<file path="src/rtl/vram_arbiter.sv">
// Single-port VRAM arbiter: video scan-out reads, whole-RAM clear fill and CPU accesses
// share one synchronous RAM port with fixed priority video > clear > CPU.
module vram_arbiter #(
    parameter int unsigned A = 14,
    parameter int unsigned D = 8
) (
    input  logic         clk,
    input  logic         reset,
    input  logic         vid_req,
    input  logic [A-1:0] vid_addr,
    output logic         vid_valid,
    output logic [D-1:0] vid_rdata,
    input  logic         cpu_req,
    input  logic         cpu_we,
    input  logic [A-1:0] cpu_addr,
    input  logic [D-1:0] cpu_wdata,
    output logic         cpu_ack,
    output logic [D-1:0] cpu_rdata,
    input  logic         clr_start,
    input  logic [D-1:0] clr_value,
    output logic         clr_busy,
    output logic [A-1:0] ram_addr,
    output logic [D-1:0] ram_din,
    output logic         ram_we,
    input  logic [D-1:0] ram_dout
);

    typedef enum logic [1:0] {StIdle, StCpuAck, StClear} state_e;

    localparam logic [A-1:0] CntMax = '1;

    state_e         state_q;
    logic           clr_pend_q;
    logic [A-1:0]   cnt_q;
    logic [D-1:0]   clr_val_q;
    logic           vid_valid_q;
    logic           cpu_rd_q;
    logic [D-1:0]   cpu_rdata_q;

    logic clr_now;
    logic vid_grant;
    logic clr_grant;
    logic cpu_grant;

    // A clr_start arriving this cycle already outranks a coincident cpu_req.
    assign clr_now   = clr_pend_q | clr_start;
    assign vid_grant = reset & vid_req;
    assign clr_grant = reset & ~vid_req & (state_q == StClear);
    assign cpu_grant = reset & ~vid_req & (state_q == StIdle) & ~clr_now & cpu_req;

    always_comb begin
        ram_addr = '0;
        ram_din  = '0;
        ram_we   = 1'b0;
        if (vid_grant) begin
            ram_addr = vid_addr;
        end else if (clr_grant) begin
            ram_addr = cnt_q;
            ram_din  = clr_val_q;
            ram_we   = 1'b1;
        end else if (cpu_grant) begin
            ram_addr = cpu_addr;
            ram_din  = cpu_wdata;
            ram_we   = cpu_we;
        end
    end

    always_ff @(posedge clk or negedge reset) begin
        if (!reset) begin
            state_q     <= StIdle;
            clr_pend_q  <= 1'b0;
            cnt_q       <= '0;
            clr_val_q   <= '0;
            vid_valid_q <= 1'b0;
            cpu_rd_q    <= 1'b0;
            cpu_rdata_q <= '0;
        end else begin
            vid_valid_q <= vid_req;
            unique case (state_q)
                StIdle: begin
                    if (clr_start) begin
                        clr_val_q <= clr_value;
                    end
                    if (!vid_req && clr_now) begin
                        state_q    <= StClear;
                        cnt_q      <= '0;
                        clr_pend_q <= 1'b0;
                    end else if (!vid_req && cpu_req) begin
                        state_q  <= StCpuAck;
                        cpu_rd_q <= ~cpu_we;
                    end else if (clr_start) begin
                        clr_pend_q <= 1'b1;
                    end
                end
                StCpuAck: begin
                    if (clr_start) begin
                        clr_pend_q <= 1'b1;
                        clr_val_q  <= clr_value;
                    end
                    if (cpu_rd_q) begin
                        cpu_rdata_q <= ram_dout;
                    end
                    state_q <= StIdle;
                end
                StClear: begin
                    // Video cycles steal the port; the fill simply pauses.
                    if (!vid_req) begin
                        if (cnt_q == CntMax) begin
                            state_q <= StIdle;
                            cnt_q   <= '0;
                        end else begin
                            cnt_q <= cnt_q + 1'b1;
                        end
                    end
                end
                default: state_q <= StIdle;
            endcase
        end
    end

    assign vid_valid = vid_valid_q;
    assign vid_rdata = vid_valid_q ? ram_dout : '0;
    assign cpu_ack   = (state_q == StCpuAck);
    assign cpu_rdata = (cpu_ack && cpu_rd_q) ? ram_dout : cpu_rdata_q;
    assign clr_busy  = clr_pend_q | (state_q == StClear);

endmodule

</file>
<file path="config.mk">
export PLATFORM = sky130hd
export DESIGN_NAME = vram_arbiter
export DESIGN_NICKNAME = d
export VERILOG_FILES = /design/src/rtl/vram_arbiter.sv
export SDC_FILE = /design/constraint.sdc
export NUM_CORES = 1
export LEC_CHECK = 0
export ABC_AREA = 1
export BUFFER_PORTS_ARGS = -buffer_cell sky130_fd_sc_hd__buf_4
export CAP_MARGIN = 20
export CORE_UTILIZATION = 43
export CTS_CLUSTER_DIAMETER = 40
export CTS_CLUSTER_SIZE = 14
export DETAILED_ROUTE_END_ITERATION = 16
export PLACE_DENSITY = 0.85
export REMOVE_ABC_BUFFERS = 1
export SLEW_MARGIN = 25
export SYNTH_ARGS = -nofsm -noshare
export SYNTH_HDL_FRONTEND = slang
export SYNTH_SLANG_ARGS = --single-unit
</file>
<file path="constraint.sdc">
create_clock -name clk -period 4.2 [get_ports clk]
set_clock_uncertainty 0.05 [all_clocks]
set_input_delay 1.26 -clock clk [delete_from_list [all_inputs] [get_ports clk]]
set_output_delay 1.26 -clock clk [all_outputs]
set_load 0.005 [all_outputs]
</file>
==> PnR_summary.wiki, run 1 <==
{| class="wikitable"
! Metric !! Value
|-
| Outcome || finished clean
|-
| Cell area after layout || approximately 3000 µm²
|-
| Largest family of logic cells by synthesized area || simple AND/OR/NAND/NOR gates
|-
| Total vias in the final route || about 2300
|-
| Setup Crit Path Kind || in -> out
|-
| Switching part of the total || 34.2%
|-
| Worst Tran Pin Value || 540 ps
|-
| Total Wirelength || 5760 µm
|-
| Post-route worst hold slack || 451 ps
|-
| Distinct cell type count after synthesis || 26
|-
| Hold Crit Depth || 1
|-
| Post-synthesis share of cell area spent on and, or, nand and nor gates || approximately a quarter
|-
| Clock insertion delay at the later pin of the skew report || 290 ps
|-
| Number of CTS-inserted buffers || 5
|-
| Cell-internal power || 844 µW
|-
| Synthesized instance count || approximately 310
|-
| Height of the die || around 73 µm
|-
| Hold EP || cpu_rdata_q[0]
|-
| Synth Area in Adders || less than 1%
|-
| Worst ir drop on vdd || between 0.2 and 0.3 mV
|-
| Kind of cell adding the most delay to the critical path || simple AND/OR/NAND/NOR gates
|-
| Total count of max-transition violations in the final report || 0
|-
| Core Util, Final || 64.2%
|-
| Diodes inserted || 0
|-
| Worst path buffer plus inverter count || 2
|-
| Count of H-tree levels built during CTS || 2
|-
| Routing usage on met1 || 29.3%
|-
| Critical path capture point type || primary output
|-
| Fraction of final layout cells sized beyond drive strength 1 || 30.6%
|-
| Flop2flop setup slack || 2420 ps
|-
| Core ar. || between 4000 and 5000 µm²
|-
| Normalized max-slew margin || ~64%
|-
| Smallest setup slack after layout || roughly 420 ps
|-
| LEAKAGE || approximately 1.8 nW
|-
| Setup repair after global routing missed its margin || no
|-
| Cell with the largest stage delay on the worst path || sky130_fd_sc_hd__nand3_2
|-
| Synthesized-area fraction occupied by xor and xnor cells || less than 1%
|-
| Setup violation total in the final timing report || 0
|-
| Total half-perimeter wirelength after legalization and detailed placement || about 4300 µm
|-
| Combined area of the multi-input logic cells || around 1000 µm²
|-
| CTS tree || built
|-
| Final period utilization || 89.9%
|-
| Global routing's busiest layer || met2
|-
| Met3 GRT Util || 4.66%
|-
| Compound-gate portion of the synthesized area || around 13%
|-
| Launch point of the critical path || reset
|-
| DRC viols || 0
|-
| CP dominant cell by count || sky130_fd_sc_hd__buf_4
|-
| Post-cts resize count || 0
|-
| Number of synthesis warnings || 0
|-
| Total power divided by cell area || a little over 400 nW/µm²
|-
| Boundary pin count || 100
|-
| CP max stage delay || ~460 ps
|-
| Layout overhead on the synthesized area || 41.1%
|-
| Filler cell count || 434
|-
| Startpoint type of the worst setup path || input port
|-
| Arrival @ worst endpoint || ~2500 ps
|-
| First drt pass iteration count || 4
|-
| Leftover overflow at the end of global routing || 0
|-
| Die outline width || around 73 µm
|-
| Largest net degree at the start of global routing || 26
|-
| P_sw || between 400 and 500 µW
|-
| Hold wc startpoint || cpu_rdata_q[0]
|-
| Via count of the first global-routing pass || 2084
|-
| First-pass GRT wire length || between 9000 and 10000 µm
|-
| Critical-path cell list || buf_4 -> nand3_2 -> o221ai_1 -> buf_4
|-
| Initial antenna violation count || 0
|-
| Seq cells post-synth || 35
|-
| Setup tns final || 0 ps
|-
| DR WL/cell || about 12 µm
|-
| # port buffers || between 90 and 100
|-
| Critical Path RT || a little under 3000 ps
|-
| Effective utilization at floorplan || a little under half
|-
| Class of the most critical hold timing path || reg -> reg
|-
| Met2 routing resource usage after global routing || 39.1%
|-
| Die ar. || about 5400 µm²
|-
| Sequential share of power || between 30% and 40%
|-
| Placement-stage worst setup slack || 412 ps
|-
| Sequential standard cell area || 876 µm²
|-
| Highest Clock Rate || ~260 MHz
|-
| Portion of total power attributed to combinational logic || 39.0%
|-
| Clock tree buffer depth || 2
|-
| Total routing resource utilization after global routing || approximately 23%
|-
| Via density || 4.84
|-
| Clk network pwr share || ~23%
|-
| Post-CTS Repair Setup Buffers || 0
|-
| CP max FO || 23
|-
| Max-Cap Viols || 0
|-
| Number of buffers inserted for hold repair after clock tree synthesis || 0
|-
| Net count, final || 467
|-
| Number of hold violations in the final report || 0
|-
| RR Startpoint || cnt_q[1]
|-
| Post-layout min period || around 3800 ps
|-
| Number of standard-cell rows in the floorplan || 25
|-
| Area of placed instances || 2990 µm²
|-
| Share of cell area taken by muxes after synthesis || around 4.1%
|-
| GPL Wtd Cong || approximately 0.93
|-
| Mapped cell area || around 2200 µm²
|-
| Initial detailed-routing violation count || approximately 170
|-
| Clock slew at the register clock pins of the worst setup and hold paths || 70 ps
|-
| Post-route antenna net violation count || 0
|-
| CTS Sinks || 35
|-
| Proportion of synthesized chip area in sequential cells || between 40% and 50%
|-
| Post-Synthesis Mean Instance Area || 7.11 µm²
|-
| Worst reg2reg path endpoint || cnt_q[13]
|-
| Cell depth of the worst flop-to-flop path || 8
|-
| Clock root buffer || sky130_fd_sc_hd__clkbuf_8
|}
## power groups by stage
stage	Sequential, mW	Clock, mW	Combinational (mW)
floorplan	0.479	0	0.278
global placement	0.489	0	0.487
detailed placement	0.492	0	0.501
CTS	0.488	0.298	0.505
global route	0.500	0.309	0.554
finish	0.488	0.294	0.501
## synthesized netlist by cell type (all sizes together)
library cell | n | area share, %
nand2 | 78 | 14
inv | 77 | 13
dfrtp | 35 | 40
nor2 | 32 | 6.5
nand3 | 14 | 3.4
o221ai | 14 | 5.6
a21oi | 12 | 2.7
o22ai | 9 | 2.6
mux2 | 8 | 4.1
nand4 | 8 | 2.3
o21ai | 8 | 1.8
buf | 7 | 2.0
clkbuf | 2 | 0.34
ha | 1 | 0.57
nor3 | 1 | 0.23
nor4 | 1 | 0.29
xor2 | 1 | 0.40
## final cells by class
class	count	share of cell area [%]
Clock buffer	6	2.35
Inverter	77	9.35
Sequential cell	35	28.3
Tap cell	67	2.71
Multi-Input combinational cell	187	31.5
Clock inverter	1	0.972
Timing Repair Buffer	102	24.8
## metrics by stage
step / std cells / power (mW)
floorplan: 299 / 0.758
global placement: 468 / 0.976
detailed placement: 468 / 0.993
CTS: 475 / 1.29
global route: 475 / 1.36
finish: 475 / 1.28
## how the worst max path moves through the flow
stage / endpoint / slack [ps] / depth (start not counted)
global route: ram_addr[13] / 280 / 4
detailed placement: ram_addr[8] / 410 / 4
finish: ram_addr[3] / 420 / 4
CTS: ram_addr[10] / 410 / 4
global placement: ram_addr[3] / 460 / 4
floorplan: ram_addr[0] / 570 / 5
## layer usage
layer	vias up	part of all wire, %
met1	1062	43
met3	6	4.6
li1	1170	-
met2	59	52
met5	-	0
met4	0	1.0
## registers in the layout, summed over array words and instances (netlist names)
name	cells
clr_pend_q	1
clr_val_q	8
cnt_q	14
cpu_rd_q	1
cpu_rdata_q	8
state_q	2
vid_valid	1
## cells in the final DEF (no fill, tap or decap)
master	instances
sky130_fd_sc_hd__a21oi_1	12
sky130_fd_sc_hd__nor2_2	2
sky130_fd_sc_hd__ha_1	1
sky130_fd_sc_hd__nand4_1	8
sky130_fd_sc_hd__nand2_4	1
sky130_fd_sc_hd__inv_1	75
sky130_fd_sc_hd__nand2_1	75
sky130_fd_sc_hd__nor2_1	29
sky130_fd_sc_hd__nand2_2	2
sky130_fd_sc_hd__clkbuf_8	5
sky130_fd_sc_hd__nand3_1	13
sky130_fd_sc_hd__o21ai_0	6
sky130_fd_sc_hd__o22ai_1	9
sky130_fd_sc_hd__bufinv_16	1
sky130_fd_sc_hd__nor3_1	1
sky130_fd_sc_hd__o21ai_1	2
sky130_fd_sc_hd__clkbuf_1	1
sky130_fd_sc_hd__buf_4	102
sky130_fd_sc_hd__mux2_2	8
sky130_fd_sc_hd__o221ai_1	14
sky130_fd_sc_hd__inv_2	2
sky130_fd_sc_hd__nor2_8	1
sky130_fd_sc_hd__xor2_1	1
sky130_fd_sc_hd__dfrtp_1	35
sky130_fd_sc_hd__nor4_1	1
sky130_fd_sc_hd__nand3_2	1
## kinds of logic after synthesis
kind of cell	count (synthesis)
xor+xnor	1
flops	35
mux	8
buf+inv	86
simple gates	134
compound gates	43
fa+ha+maj	1
Power figures use the tool's default switching activity.
==> inputs of run 2 (changes only) <==
==> constraint.sdc (replaced) <==
create_clock -name clk -period 3.7 [get_ports clk]
set_clock_uncertainty 0.05 [all_clocks]
set_input_delay 1.11 -clock clk [delete_from_list [all_inputs] [get_ports clk]]
set_output_delay 1.11 -clock clk [all_outputs]
set_load 0.005 [all_outputs]
==> run 2 against run 1 <==
  * Power up 15%
  * Clock-buffer cell count down 1
  * Clock power up 18%
  * Combinational power up 15%
  * Critical path depth up 4
  * Hold slack better by 1.2 ps
  * Wire length up 2.2%
  * Global-route usage up 0.91 points
  * Sequential power up 13%
  * Via count up 0.61%
  * Largest cell class unchanged
  * Largest power group unchanged
==> PnR_summary.wiki, run 2 (same netlist as run 1, synthesis figures left out) <==
{| class="wikitable"
! Metric !! Value
|-
| Outcome || finished clean
|-
| Setup repair after global routing missed its margin || no
|-
| Switching part of the total || 34.3% (+0.067 points)
|-
| Total half-perimeter wirelength after legalization and detailed placement || 4440 µm (+2.5%)
|-
| Normalized max-slew margin || 66.2% (+2.2 points)
|-
| CP max stage delay || 220 ps (-240 ps)
|-
| Boundary pin count || 100 (unchanged)
|-
| Net count, final || 468 (+0.21%)
|-
| CTS Sinks || 35 (unchanged)
|-
| Highest Clock Rate || 292 MHz
|-
| Most common library cell in the layout ignoring fill and taps || sky130_fd_sc_hd__buf_4
|-
| CP dominant cell by count || sky130_fd_sc_hd__buf_4
|-
| Count of H-tree levels built during CTS || 2 (unchanged)
|-
| Core ar. || 4820 µm² (unchanged)
|-
| Effective utilization at floorplan || 45.5% (unchanged)
|-
| Final period utilization || just over 90%
|-
| Clock insertion delay at the later pin of the skew report || 290 ps (about the same)
|-
| CP max FO || 18 (-22%)
|-
| Total power divided by cell area || 471 nW/µm² (+14%)
|-
| Height of the die || 73.4 µm (unchanged)
|-
| Sequential share of power || 37.4% (-0.6 points)
|-
| Number of hold violations in the final report || 0 (unchanged)
|-
| Clock tree buffer depth || 2 (unchanged)
|-
| Largest registers in the final layout || cnt_q x14, clr_val_q x8, cpu_rdata_q x8
|-
| Total routing resource utilization after global routing || 23.6% (+0.91 points)
|-
| Largest net degree at the start of global routing || 31 (+19%)
|-
| DRC viols || 0 (unchanged)
|-
| Setup tns final || 0 ps (unchanged)
|-
| Total Wirelength || 5890 µm (+2.2%)
|-
| Post-cts resize count || 0 (unchanged)
|-
| LEAKAGE || 1.78 nW (+0.98%)
|-
| Layout overhead on the synthesized area || 42.5%
|-
| Total count of max-transition violations in the final report || 0 (unchanged)
|-
| Cell with the largest stage delay on the worst path || sky130_fd_sc_hd__buf_4
|-
| Post-route worst hold slack || 452 ps (+1.21 ps)
|-
| Leftover overflow at the end of global routing || 0 (unchanged)
|-
| Critical Path RT || 2540 ps (-350 ps)
|-
| First drt pass iteration count || 4 (unchanged)
|-
| Die ar. || 5380 µm² (unchanged)
|-
| Via density || 4.84 (+0.19%)
|-
| CTS tree || built
|-
| Flop2flop setup slack || 1950 ps (-470 ps)
|-
| Startpoint type of the worst setup path || input port
|-
| Number of standard-cell rows in the floorplan || 25 (unchanged)
|-
| P_sw || 504 µW (+15%)
|-
| Critical path capture point type || primary output
|-
| Setup violation total in the final timing report || 0 (unchanged)
|-
| Commonest cells after routing, fill and taps aside || sky130_fd_sc_hd__buf_4, sky130_fd_sc_hd__inv_1, sky130_fd_sc_hd__nand2_1
|-
| GPL Wtd Cong || 0.940 (+1.3%)
|-
| Post-route antenna net violation count || 0 (unchanged)
|-
| Die outline width || 73.4 µm (unchanged)
|-
| Post-layout min period || 3420 ps
|-
| Worst ir drop on vdd || 0.345 mV (+23%)
|-
| Fraction of final layout cells sized beyond drive strength 1 || 31.2% (+0.58 points)
|-
| Via count of the first global-routing pass || 2278 (+9.3%)
|-
| Clock slew at the register clock pins of the worst setup and hold paths || 70 ps (about the same)
|-
| Post-CTS Repair Setup Buffers || 0 (unchanged)
|-
| Worst Tran Pin Value || 506 ps (-33.7 ps)
|-
| Filler cell count || 440 (+1.4%)
|-
| Number of CTS-inserted buffers || 5 (unchanged)
|-
| Core Util, Final || 64.8% (+0.62 points)
|-
| Max-Cap Viols || 0 (unchanged)
|-
| First-pass GRT wire length || 9790 µm (+3.9%)
|-
| Largest reg by FF count || cnt_q
|-
| Number of buffers inserted for hold repair after clock tree synthesis || 0 (unchanged)
|-
| Setup Crit Path Kind || in -> out
|-
| Number of cells in the design after placement || 469 (+0.21%)
|-
| Initial antenna violation count || 0 (unchanged)
|-
| Critical-path cell list || buf_4 -> inv_2 -> nand2_1 -> nor2_1 -> nand3_1 -> buf_4 -> o221ai_1 -> buf_4
|-
| Initial detailed-routing violation count || 151 (-9.6%)
|-
| Portion of total power attributed to combinational logic || 39.0% (about the same)
|-
| Number of non-filler instances in the completed layout || 477 (+0.42%)
|-
| Arrival @ worst endpoint || 2260 ps (-210 ps)
|-
| Clk network pwr share || 23.6% (+0.7 points)
|-
| Clock root buffer || sky130_fd_sc_hd__clkbuf_8
|-
| # port buffers || 99 (unchanged)
|-
| Class of the most critical hold timing path || reg -> reg
|-
| Max FFs per register || 14 (unchanged)
|-
| Cell-internal power || 966 µW (+15%)
|-
| Diodes inserted || 0 (unchanged)
|-
| Total vias in the final route || 2311 (+0.61%)
|-
| DR WL/cell || 12.3 µm (+1.7%)
|}
==> run 2: changes by cell type in the layout (fill, tap and decap cells not counted) <==
cell	before	now
sky130_fd_sc_hd__buf_12	0	1
sky130_fd_sc_hd__clkbuf_1	1	0
sky130_fd_sc_hd__clkinv_2	0	1
sky130_fd_sc_hd__clkinv_4	0	1
==> run 2: layout make-up <==
| type | count | area [µm²] | share of cell area [%] |
|---|---|---|---|
| multi-input combinational | 187 | 973 | 31.2 |
| sequential | 35 | 876 | 28.1 |
| timing repair buffer | 103 | 786 | 25.2 |
| inverter | 77 | 289 | 9.26 |
| tap | 67 | 83.8 | 2.69 |
| clock buffer | 5 | 68.8 | 2.21 |
| clock inverter | 3 | 43.8 | 1.40 |
==> run 2: critical path: cells and delay by family <==
kind | cells | cell delay [ps]
buffers and inverters | 4 | 590
and+or+nand+nor | 3 | 360
AOI/OAI and AO/OA | 1 | 180
==> run 2: final timing paths <==
kind	start	cells past startpoint	end
max in group asynchronous	reset	2	clr_val_q[1]
hold reg to reg	cpu_rdata_q[3]	1	cpu_rdata_q[3]
setup reg to reg	cnt_q[0]	8	cnt_q[7]
setup / recovery	vid_req	8	ram_addr[7]
hold / removal	cpu_rdata_q[3]	1	cpu_rdata_q[3]
min in group asynchronous	reset	1	state_q[0]
==> run 2: through the flow <==
step	cell area, µm²	power, mW	setup slack [ps]
2_1_floorplan	2140	0.860	367
3_3_place_gp	3010	1.11	372
3_5_place_dp	3010	1.13	292
4_1_cts	3120	1.48	290
5_1_grt	3120	1.58	178
6_report	3120	1.47	280
==> run 2: metal layers <==
layer | vias to the layer above | share of wire (%) | track usage, %
li1 | 1170 | - | -
met1 | 1060 | 42 | 28.0
met2 | 73 | 51 | 41.6
met3 | 8 | 4.7 | 5.76
met4 | 0 | 1.4 | 8.55
met5 | - | 0 | 0
==> run 2: power groups by stage <==
stage               Sequential [mW]  Combinational (mW)  Clock, mW
finish                        0.551               0.574      0.346
detailed placement            0.560               0.574          0
global route                  0.566               0.640      0.372
floorplan                     0.544               0.316          0
global placement              0.554               0.558          0
CTS                           0.552               0.578      0.353
==> inputs of run 3 (changes only) <==
--- a/config.mk
+++ b/config.mk
@@ -6,13 +6,15 @@
 export NUM_CORES = 1
 export LEC_CHECK = 0
 export ABC_AREA = 1
-export BUFFER_PORTS_ARGS = -buffer_cell sky130_fd_sc_hd__buf_4
+export BUFFER_PORTS_ARGS = -buffer_cell sky130_fd_sc_hd__buf_2
 export CAP_MARGIN = 20
-export CORE_UTILIZATION = 43
+export CELL_PAD_IN_SITES_DETAIL_PLACEMENT = 0
+export CELL_PAD_IN_SITES_GLOBAL_PLACEMENT = 1
+export CORE_UTILIZATION = 32
 export CTS_CLUSTER_DIAMETER = 40
 export CTS_CLUSTER_SIZE = 14
 export DETAILED_ROUTE_END_ITERATION = 16
-export PLACE_DENSITY = 0.85
+export PLACE_DENSITY = 0.91
 export REMOVE_ABC_BUFFERS = 1
 export SLEW_MARGIN = 25
 export SYNTH_ARGS = -nofsm -noshare
==> run 3 against run 2 <==
  * Setup slack got worse by 150 ps
  * Hold slack worse by 6.4 ps
  * Sequential power hardly changed
  * Clock-buffer cell count grew 3
  * Die area up 33%
  * Utilization is 21 points lower
  * Sequential cell count did not move
  * First-iteration DRC count fell by 37%
  * Combinational power down 14%
  * Clock power decreased by 12%
  * Final cell count is 2.1% higher
  * Power down 8.0%
  * Largest power group is now sequential cells
==> PnR_summary.wiki, run 3 (same netlist as run 1, synthesis figures left out) <==
{| class="wikitable"
! Metric !! Value
|-
| Core ar. || 6490 µm² (+35%)
|-
| First-pass GRT wire length || 9860 µm (+0.70%)
|-
| Critical Path RT || 2540 ps (about the same)
|-
| Flop2flop setup slack || 1980 ps (+30 ps)
|-
| Fraction of final layout cells sized beyond drive strength 1 || 31.0% (-0.24 points)
|-
| First drt pass iteration count || 4 (unchanged)
|-
| Critical path capture point type || primary output
|-
| Max-Cap Viols || 0 (unchanged)
|-
| Die ar. || 7180 µm² (+33%)
|-
| Setup tns final || 0 ps (unchanged)
|-
| RR Startpoint || cnt_q[0]
|-
| Post-cts resize count || 0 (unchanged)
|-
| Hold wc startpoint || cpu_rdata_q[7]
|-
| Number of standard-cell rows in the floorplan || 29 (+16%)
|-
| Clk network pwr share || 22.5% (-1.1 points)
|-
| Largest reg by FF count || cnt_q
|-
| Largest net degree at the start of global routing || 28 (-9.7%)
|-
| Total routing resource utilization after global routing || 17.6% (-6.0 points)
|-
| Final Total Pwr || 1.35 mW (-8.0%)
|-
| Total count of max-transition violations in the final report || 0 (unchanged)
|-
| Commonest cells after routing, fill and taps aside || sky130_fd_sc_hd__buf_2, sky130_fd_sc_hd__inv_1, sky130_fd_sc_hd__nand2_1
|-
| Setup Crit Path Kind || in -> out
|-
| DRC viols || 0 (unchanged)
|-
| CTS tree || built
|-
| Number of buffers inserted for hold repair after clock tree synthesis || 0 (unchanged)
|-
| Setup repair after global routing missed its margin || no
|-
| Via density || 4.62 (-4.6%)
|-
| Normalized max-slew margin || 66.2% (about the same)
|-
| Net count, final || 468 (unchanged)
|-
| # port buffers || 99 (unchanged)
|-
| LEAKAGE || 1.71 nW (-4.3%)
|-
| Count of H-tree levels built during CTS || 2 (unchanged)
|-
| Final period utilization || 96.6% (+4.1 points)
|-
| Boundary pin count || 100 (unchanged)
|-
| Total half-perimeter wirelength after legalization and detailed placement || 4800 µm (+8.0%)
|-
| Number of CTS-inserted buffers || 5 (unchanged)
|-
| Portion of total power attributed to combinational logic || 36.6% (-2.4 points)
|-
| CP max FO || 8 (-10)
|-
| Clock tree buffer depth || 2 (unchanged)
|-
| Highest Clock Rate || 280 MHz (-4.3%)
|-
| Initial detailed-routing violation count || 95 (-37%)
|-
| Post-layout min period || 3570 ps (+153 ps)
|-
| Arrival @ worst endpoint || 2410 ps (+150 ps)
|-
| Setup violation total in the final timing report || 0 (unchanged)
|-
| Worst Tran Pin Value || 506 ps (-0.295 ps)
|-
| Clock insertion delay at the later pin of the skew report || 280 ps (about the same)
|-
| Worst reg2reg path endpoint || cnt_q[7]
|-
| Class of the most critical hold timing path || reg -> reg
|-
| DR WL/cell || 12.2 µm (-1.3%)
|-
| Clock slew at the register clock pins of the worst setup and hold paths || 70 ps (about the same)
|-
| P_sw || 483 µW (-4.3%)
|-
| Max FFs per register || 14 (unchanged)
|-
| Filler cell count || 680 (+55%)
|-
| Via count of the first global-routing pass || 2172 (-4.7%)
|-
| Height of the die || 84.7 µm (+15%)
|-
| Post-route antenna net violation count || 0 (unchanged)
|-
| Met2 routing resource usage after global routing || 30.9% (-11 points)
|-
| Number of hold violations in the final report || 0 (unchanged)
|-
| Diodes inserted || 0 (unchanged)
|-
| Most common library cell in the layout ignoring fill and taps || sky130_fd_sc_hd__buf_2
|-
| Die outline width || 84.7 µm (+15%)
|-
| Effective utilization at floorplan || 33.7% (-12 points)
|-
| CTS Sinks || 35 (unchanged)
|-
| GPL Wtd Cong || 0.883 (-6.1%)
|-
| Worst ir drop on vdd || 0.200 mV (-42%)
|-
| Cell depth of the worst flop-to-flop path || 8 (unchanged)
|-
| Total power divided by cell area || 473 nW/µm² (+0.42%)
|-
| Startpoint type of the worst setup path || input port
|-
| Clock root buffer || sky130_fd_sc_hd__clkbuf_8
|-
| Sequential share of power || 40.9% (+3.5 points)
|-
| Cell-internal power || 871 µW (-9.9%)
|-
| Switching part of the total || 35.7% (+1.4 points)
|-
| Met3 GRT Util || 4.13% (-1.6 points)
|-
| Initial antenna violation count || 0 (unchanged)
|-
| Post-CTS Repair Setup Buffers || 0 (unchanged)
|-
| Hold Crit Depth || 1 (unchanged)
|-
| Layout overhead on the synthesized area || 30.6%
|-
| Largest registers in the final layout || cnt_q x14, clr_val_q x8, cpu_rdata_q x8
|-
| Total vias in the final route || 2252 (-2.6%)
|-
| Total Wirelength || 5930 µm (+0.75%)
|-
| Hold EP || cpu_rdata_q[7]
|-
| Routing usage on met1 || 20.6% (-7.3 points)
|-
| Outcome || finished clean
|-
| Global routing's busiest layer || met2
|-
| Leftover overflow at the end of global routing || 0 (unchanged)
|}
==> run 3: cell count changes in the layout (fill, tap and decap cells not counted) <==
cell,previous run,this run
sky130_fd_sc_hd__buf_4,102,4
sky130_fd_sc_hd__buf_12,1,0
sky130_fd_sc_hd__clkbuf_8,5,7
sky130_fd_sc_hd__clkinv_4,1,0
sky130_fd_sc_hd__clkinv_2,1,0
sky130_fd_sc_hd__clkbuf_1,0,1
sky130_fd_sc_hd__buf_2,0,99
sky130_fd_sc_hd__bufinv_16,1,0
==> run 3: worst max-delay path, stage by stage <==
cell and delay, ps:
sky130_fd_sc_hd__buf_2 130, sky130_fd_sc_hd__inv_2 90, sky130_fd_sc_hd__nand2_1 70, sky130_fd_sc_hd__nor2_1 190
sky130_fd_sc_hd__nand3_1 250, sky130_fd_sc_hd__buf_4 250, sky130_fd_sc_hd__o221ai_1 170, sky130_fd_sc_hd__buf_2 160
==> run 3: worst max path at each step <==
stage | from | end | slack, ps | cells after the start
2_1_floorplan | vid_req | ram_addr[0] | 370 | 5
3_5_place_dp | vid_req | ram_addr[9] | 110 | 8
5_1_grt | vid_req | ram_addr[3] | 20 | 8
4_1_cts | vid_req | ram_addr[9] | 100 | 8
6_report | vid_req | ram_addr[9] | 130 | 8
3_3_place_gp | vid_req | ram_addr[10] | 180 | 8
==> run 3: per-stage QoR <==
stage,utilization [%],area (µm²),hold slack [ps],cells,setup slack (ps)
floorplan,-,2140,423,299,367
global placement,42.5,2760,427,479,184
detailed placement,42.5,2760,433,479,107
CTS,44.0,2860,450,487,104
global route,44.0,2860,462,487,16.5
finish,44.0,2860,445,487,127
==> run 3: per-layer routing <==
metal	vias to the layer above	share of wire [%]
met5	-	0
met4	0	1.9
met3	8	4.0
met2	50	51
met1	1023	43
li1	1171	-
==> run 3: power by group through the flow <==
stage	Combinational (mW)	Clock, mW	Sequential (mW)
after CTS	0.507	0.316	0.555
after floorplan	0.316	0	0.544
after global routing	0.567	0.327	0.565
after global placement	0.496	0	0.555
after detailed placement	0.506	0	0.563
final	0.495	0.304	0.554
==> run 3: layout make-up <==
cell class / instances / area (µm²) / share of cell area [%]
Multi-Input combinational cell: 187 / 973 / 34.0
Sequential cell: 35 / 876 / 30.6
Timing Repair Buffer: 103 / 526 / 18.4
Inverter: 77 / 289 / 10.1
Clock buffer: 8 / 100 / 3.50
Tap cell: 77 / 96.3 / 3.37
